===== config.mk =====
export PLATFORM = sky130hd
export DESIGN_NAME = branch_condition_unit
export DESIGN_NICKNAME = d
export VERILOG_FILES = /design/src/rtl/branch_condition_unit.sv
export SDC_FILE = /design/constraint.sdc
export NUM_CORES = 1
export LEC_CHECK = 0
export ABC_CLOCK_PERIOD_IN_PS = 2500
export BUFFER_PORTS_ARGS = -buffer_cell sky130_fd_sc_hd__buf_4
export CORE_MARGIN = 2
export CORE_UTILIZATION = 41
export CTS_CLUSTER_DIAMETER = 40
export DETAILED_ROUTE_END_ITERATION = 7
export PLACE_DENSITY = 0.69
export SYNTH_ARGS = -nofsm -noshare
export SYNTH_HDL_FRONTEND = slang
export SYNTH_SLANG_ARGS = --single-unit

===== constraint.sdc =====
create_clock -name clk -period 2.5 [get_ports clk]
set_input_delay 0.375 -clock clk [delete_from_list [all_inputs] [get_ports clk]]
set_output_delay 0.375 -clock clk [all_outputs]
set_load 0.02 [all_outputs]

===== src/rtl/branch_condition_unit.sv =====
// Decode-stage branch resolution: evaluates the condition field against NZCV and
// detects B/BL encodings. It produces a registered take-branch decision, a x4
// sign-extended offset, and the target address.
// Ports: clk, Reset (sync, active-high); in_valid, instr[31:0], pc_in[31:0],
//   cc_in[3:0] {N,Z,C,V}, s_update -> out_valid, asserted, b_instr, b_link,
//   choose_ta_r_nop, sex4_out[31:0], target_addr[31:0]; all outputs 1-cycle registered.
// Build option: COND_NV_NEVER_EN makes condition 1111 evaluate false (default: true).
module branch_condition_unit (
  input  logic        clk,
  input  logic        Reset,
  input  logic        in_valid,
  input  logic [31:0] instr,
  input  logic [31:0] pc_in,
  input  logic [3:0]  cc_in,
  input  logic        s_update,
  output logic        out_valid,
  output logic        asserted,
  output logic        b_instr,
  output logic        b_link,
  output logic        choose_ta_r_nop,
  output logic [31:0] sex4_out,
  output logic [31:0] target_addr
);

  logic [3:0]  r_cc;
  logic [3:0]  w_cc;
  logic        w_n, w_z, w_c, w_v;
  logic        w_cond;
  logic        w_is_b;
  logic [31:0] w_sex4;

  // A same-cycle flag update is forwarded so the instruction sees the new flags
  assign w_cc   = s_update ? cc_in : r_cc;
  assign w_n    = w_cc[3];
  assign w_z    = w_cc[2];
  assign w_c    = w_cc[1];
  assign w_v    = w_cc[0];
  assign w_is_b = (instr[27:25] == 3'b101);
  assign w_sex4 = {{6{instr[23]}}, instr[23:0], 2'b00};

  always_comb begin
    w_cond = 1'b0;
    unique case (instr[31:28])
      4'h0: w_cond = w_z;
      4'h1: w_cond = ~w_z;
      4'h2: w_cond = w_c;
      4'h3: w_cond = ~w_c;
      4'h4: w_cond = w_n;
      4'h5: w_cond = ~w_n;
      4'h6: w_cond = w_v;
      4'h7: w_cond = ~w_v;
      4'h8: w_cond = w_c & ~w_z;
      4'h9: w_cond = ~w_c | w_z;
      4'hA: w_cond = (w_n == w_v);
      4'hB: w_cond = (w_n != w_v);
      4'hC: w_cond = ~w_z & (w_n == w_v);
      4'hD: w_cond = w_z | (w_n != w_v);
      4'hE: w_cond = 1'b1;
`ifdef COND_NV_NEVER_EN
      4'hF: w_cond = 1'b0;
`else
      4'hF: w_cond = 1'b1;
`endif
    endcase
  end

  always_ff @(posedge clk) begin
    if (Reset) begin
      r_cc            <= 4'b0000;
      out_valid       <= 1'b0;
      asserted        <= 1'b0;
      b_instr         <= 1'b0;
      b_link          <= 1'b0;
      choose_ta_r_nop <= 1'b0;
      sex4_out        <= 32'd0;
      target_addr     <= 32'd0;
    end else begin
      if (s_update)
        r_cc <= cc_in;
      out_valid       <= in_valid;
      asserted        <= in_valid & w_cond;
      b_instr         <= in_valid & w_is_b;
      b_link          <= in_valid & w_is_b & instr[24];
      choose_ta_r_nop <= in_valid & w_is_b & w_cond;
      sex4_out        <= w_sex4;
      target_addr     <= pc_in + w_sex4;
    end
  end

endmodule


==> reports/results.tsv <==
stage	metric	value	unit
sta	RSZ-0062 raised after global routing	no	
floorplan	Starting Density	42.51	%
pwr	Pint	0.001977	W
pwr	NetSw	0.0009417	W
sta	fin. max-slew vios	0	
synth	Top FF cell, synth	dfxtp_1	
synth	Seq cells post-synth	65	
placed_design	Post-Place Worst Slack	-0.02593	ns
setup_path	Worst path max stage delay	0.37	ns
job	Max Cap Viol	0	
clock_tree	# hold bufs at CTS	0	
pwr	Sw Share	32.26	%
route	drt initial violations	172	
synth	most common cell in the netlist	dfxtp_1	
setup_path	crit path from	instr[0]	
setup_path	Crit path arrival time	2.44	ns
global_route	first-pass GRT wire length	15930	µm
route	1st-pass router iterations	5	
setup_path	Critical Path Most Common Cell	buf_4	
synth	share of the synthesized area in the top cell type	34.76	%
route	DRC viols	0	
route	Final ANT Viol Nets	0	
route	vias	3657	
route	Post-Route WL	9963	µm
floorplan	die extent in x	99.56	µm
finish	n_diodes	0	
clock_tree	CTS Sinks	65	
placed_design	post-DP HPWL	7730	µm
min_path	Hold Path Class	in2reg	
setup_path	Crit. path cell count	11	
min_path	hold_sp	instr[26]	
setup_path	Startpoint Class	input port	
pwr	sequential power share	39.6	%
pwr	clock power share	27.2	%
finish	Core Util, Final	57.53	%
synth	Synth area leaders	dfxtp_1 (35%), ha_1 (9.7%), nor2b_1 (6.4%)	
placed_design	port bufs	138	
global_route	initial antenna violation count	0	
finish	Synth-to-Final Area Change	35.33	%
pwr	PwrDens	576.2	nW/µm²
floorplan	Top Ports	141	
sta	Max Clock Skew	0.003630	ns
setup_path	Reg2Reg Depth	6	
clock_tree	Num CTS Buffers	9	
setup_path	Crit-path slowest cell	o31ai_2	
pwr	Gate power share	33.2	%
synth	Syn. warnings	0	
setup_path	R2R Path End	choose_ta_r_nop	
clock_tree	CTS tree	done	
synth	Avg Cell Area, Syn	8.606	µm²
sta	fin worst setup slack	0.2921	ns
clock_tree	post-CTS setup buffers	0	
clock_tree	CTS resizes	0	
floorplan	core area	8806	µm²
synth	Distinct cells, synth	62	
global_route	largest net degree at the start of global routing	74	
setup_path	Worst EP required	2.73	ns
finish	share of layout cells above drive strength 1	32.64	%
sta	Final Cycle Share	88.32	%
setup_path	reg2reg start	r_cc[2]	
setup_path	CP Cell Sequence	buf_4 > ha_1 > inv_1 > fa_1 > nor2b_1 > o31a_1 > o31ai_2 > a21oi_1 > buf_4 > a21boi_1 > mux2_2	
setup_path	r2r setup slk	0.84	ns
synth	commonest cells in the netlist	dfxtp_1 (65), a21oi_1 (39), nor2b_1 (38)	
sta	fmax	452.9	MHz
clock_tree	Clock Pin Slew Worst Setup and Hold Paths	0.07	ns
sta	Tmin final	2.208	ns
setup_path	CP endpoint	target_addr[24]	
synth	Synth Cell Area	3744	µm²
pwr	VDD IR max	0.0003157	V
sta	Final setup viols	0	
synth	cells after synthesis	435	
setup_path	crit path kind	in2reg	
clock_tree	H-tree levels	3	
synth	Post-synth EDFFs	0	
setup_path	WP buf/inv	3	
sta	worst slew pin tran	0.7490	ns
synth	Async S/R FF share, synth	0	%
route	Vias/cell	5.323	
global_route	All-Layer GR Usage	19.96	%
sta	Rel. slew slack	50.07	%
route	Routed WL per cell	14.50	µm
clock_tree	root buf cell	clkbuf_8	
setup_path	Crit Path Max Fanout	4	
setup_path	nature of the critical path endpoint	flop	
global_route	Congestion Overflow GR	0	
placed_design	Final Wtd Congestion	0.8213	
floorplan	Vert. Die Dim	99.56	µm
run_status	status	finished, final reports clean	
clock_tree	worst-case clock buffer depth	2	
floorplan	die area	9911	µm²
pwr	leakage power	2.353	nW
setup_path	delay-heaviest family, CP	compound AO/OA/AOI/OAI gates	
finish	Final nets	678	
clock_tree	Clk Latency, worst-skew pair	0.33	ns
synth	post-synthesis sequential area ratio	34.76	%
global_route	vias in the first global route	3406	
sta	Final TNS setup	0	ns
sta	Final Hold Vio Count	0	
floorplan	FP Rows	34	
synth	area leader, netlist	dfxtp_1	
==> how the worst min path moves through the flow <==
stage	endpoint	slack [ns]	cells past startpoint
floorplan	b_instr	0.47	1
global placement	r_cc[0]	0.53	2
detailed placement	r_cc[0]	0.55	2
CTS	b_instr	0.20	2
global route	b_instr	0.23	2
finish	b_instr	0.22	2
==> metrics by stage <==
stage	power (W)	area, µm²	hold WS (ns)	cells
6_report	0.002919	5066	0.2220	687
3_5_place_dp	0.002143	4897	0.5504	673
4_1_cts	0.002939	5066	0.2010	687
3_3_place_gp	0.002128	4897	0.5306	673
5_1_grt	0.003080	5066	0.2254	687
2_1_floorplan	0.001769	3747	0.4683	436
==> state kept, by name, indices dropped and copies added (netlist names) <==
register and count:
target_addr 32, sex4_out 24, r_cc 4, asserted 1, b_instr 1, b_link 1
choose_ta_r_nop 1, out_valid 1
==> placed cells by master, fill, tap and decap left out, drive strengths merged, types with 2 or more instances in the layout <==
cell type    n
conb         2
buf        153
o31ai        4
dfxtp       65
nor3b        5
a31oi        4
nor2b       38
and3         6
o22ai        2
o31a         2
and2         6
nor3        16
nand2       27
a21boi       5
xor2         3
o21a         7
nand4        7
nand2b       2
o211ai       4
xnor2       11
clkbuf      11
nor4         3
clkinv       2
o21bai       3
inv         12
a21oi       41
mux2i        4
ha          29
mux2        11
nand3        4
nor2        37
o221ai       2
a21o        10
o21ai       22
a211oi       4
==> layer usage <==
| layer | global-route usage (%) | vias to the layer above | wire length [µm] | share of wire, % |
|---|---|---|---|---|
| met5 | 0 | - | 0 | 0 |
| met4 | 9.378 | 0 | 275 | 2.8 |
| met3 | 3.303 | 24 | 554 | 5.6 |
| met2 | 32.74 | 148 | 4660 | 47 |
| met1 | 25.60 | 1665 | 4472 | 45 |
| li1 | - | 1820 | - | - |
==> cell families (layout without fill, tap and decap cells) <==
kind of cell	after synthesis	after routing	share of synthesized area, %
compound gates	116	116	20.19
xor+xnor	14	14	3.275
fa+ha+maj	30	30	10.23
buf+inv	36	179	4.779
flops	65	65	34.76
mux	15	15	4.479
other cells	1	2	0.1002
simple gates	158	158	22.19
==> power groups by stage <==
stage,sequential (W),clock [W],combinational (W)
6_report,0.00116,0.000794,0.000968
5_1_grt,0.00116,0.000856,0.00106
4_1_cts,0.00116,0.000813,0.000968
3_5_place_dp,0.00118,0,0.000963
3_3_place_gp,0.00118,0,0.000949
2_1_floorplan,0.00129,0,0.000480
==> cell type report <==
type / instances / area, µm²
fill: 828 / 3740
multi-input combinational: 335 / 2267
sequential: 65 / 1301
timing repair buffer: 153 / 1149
clock buffer: 11 / 151.4
tap: 108 / 135.1
inverter: 12 / 45.04
clock inverter: 3 / 17.52
Power figures use the tool's default switching activity.
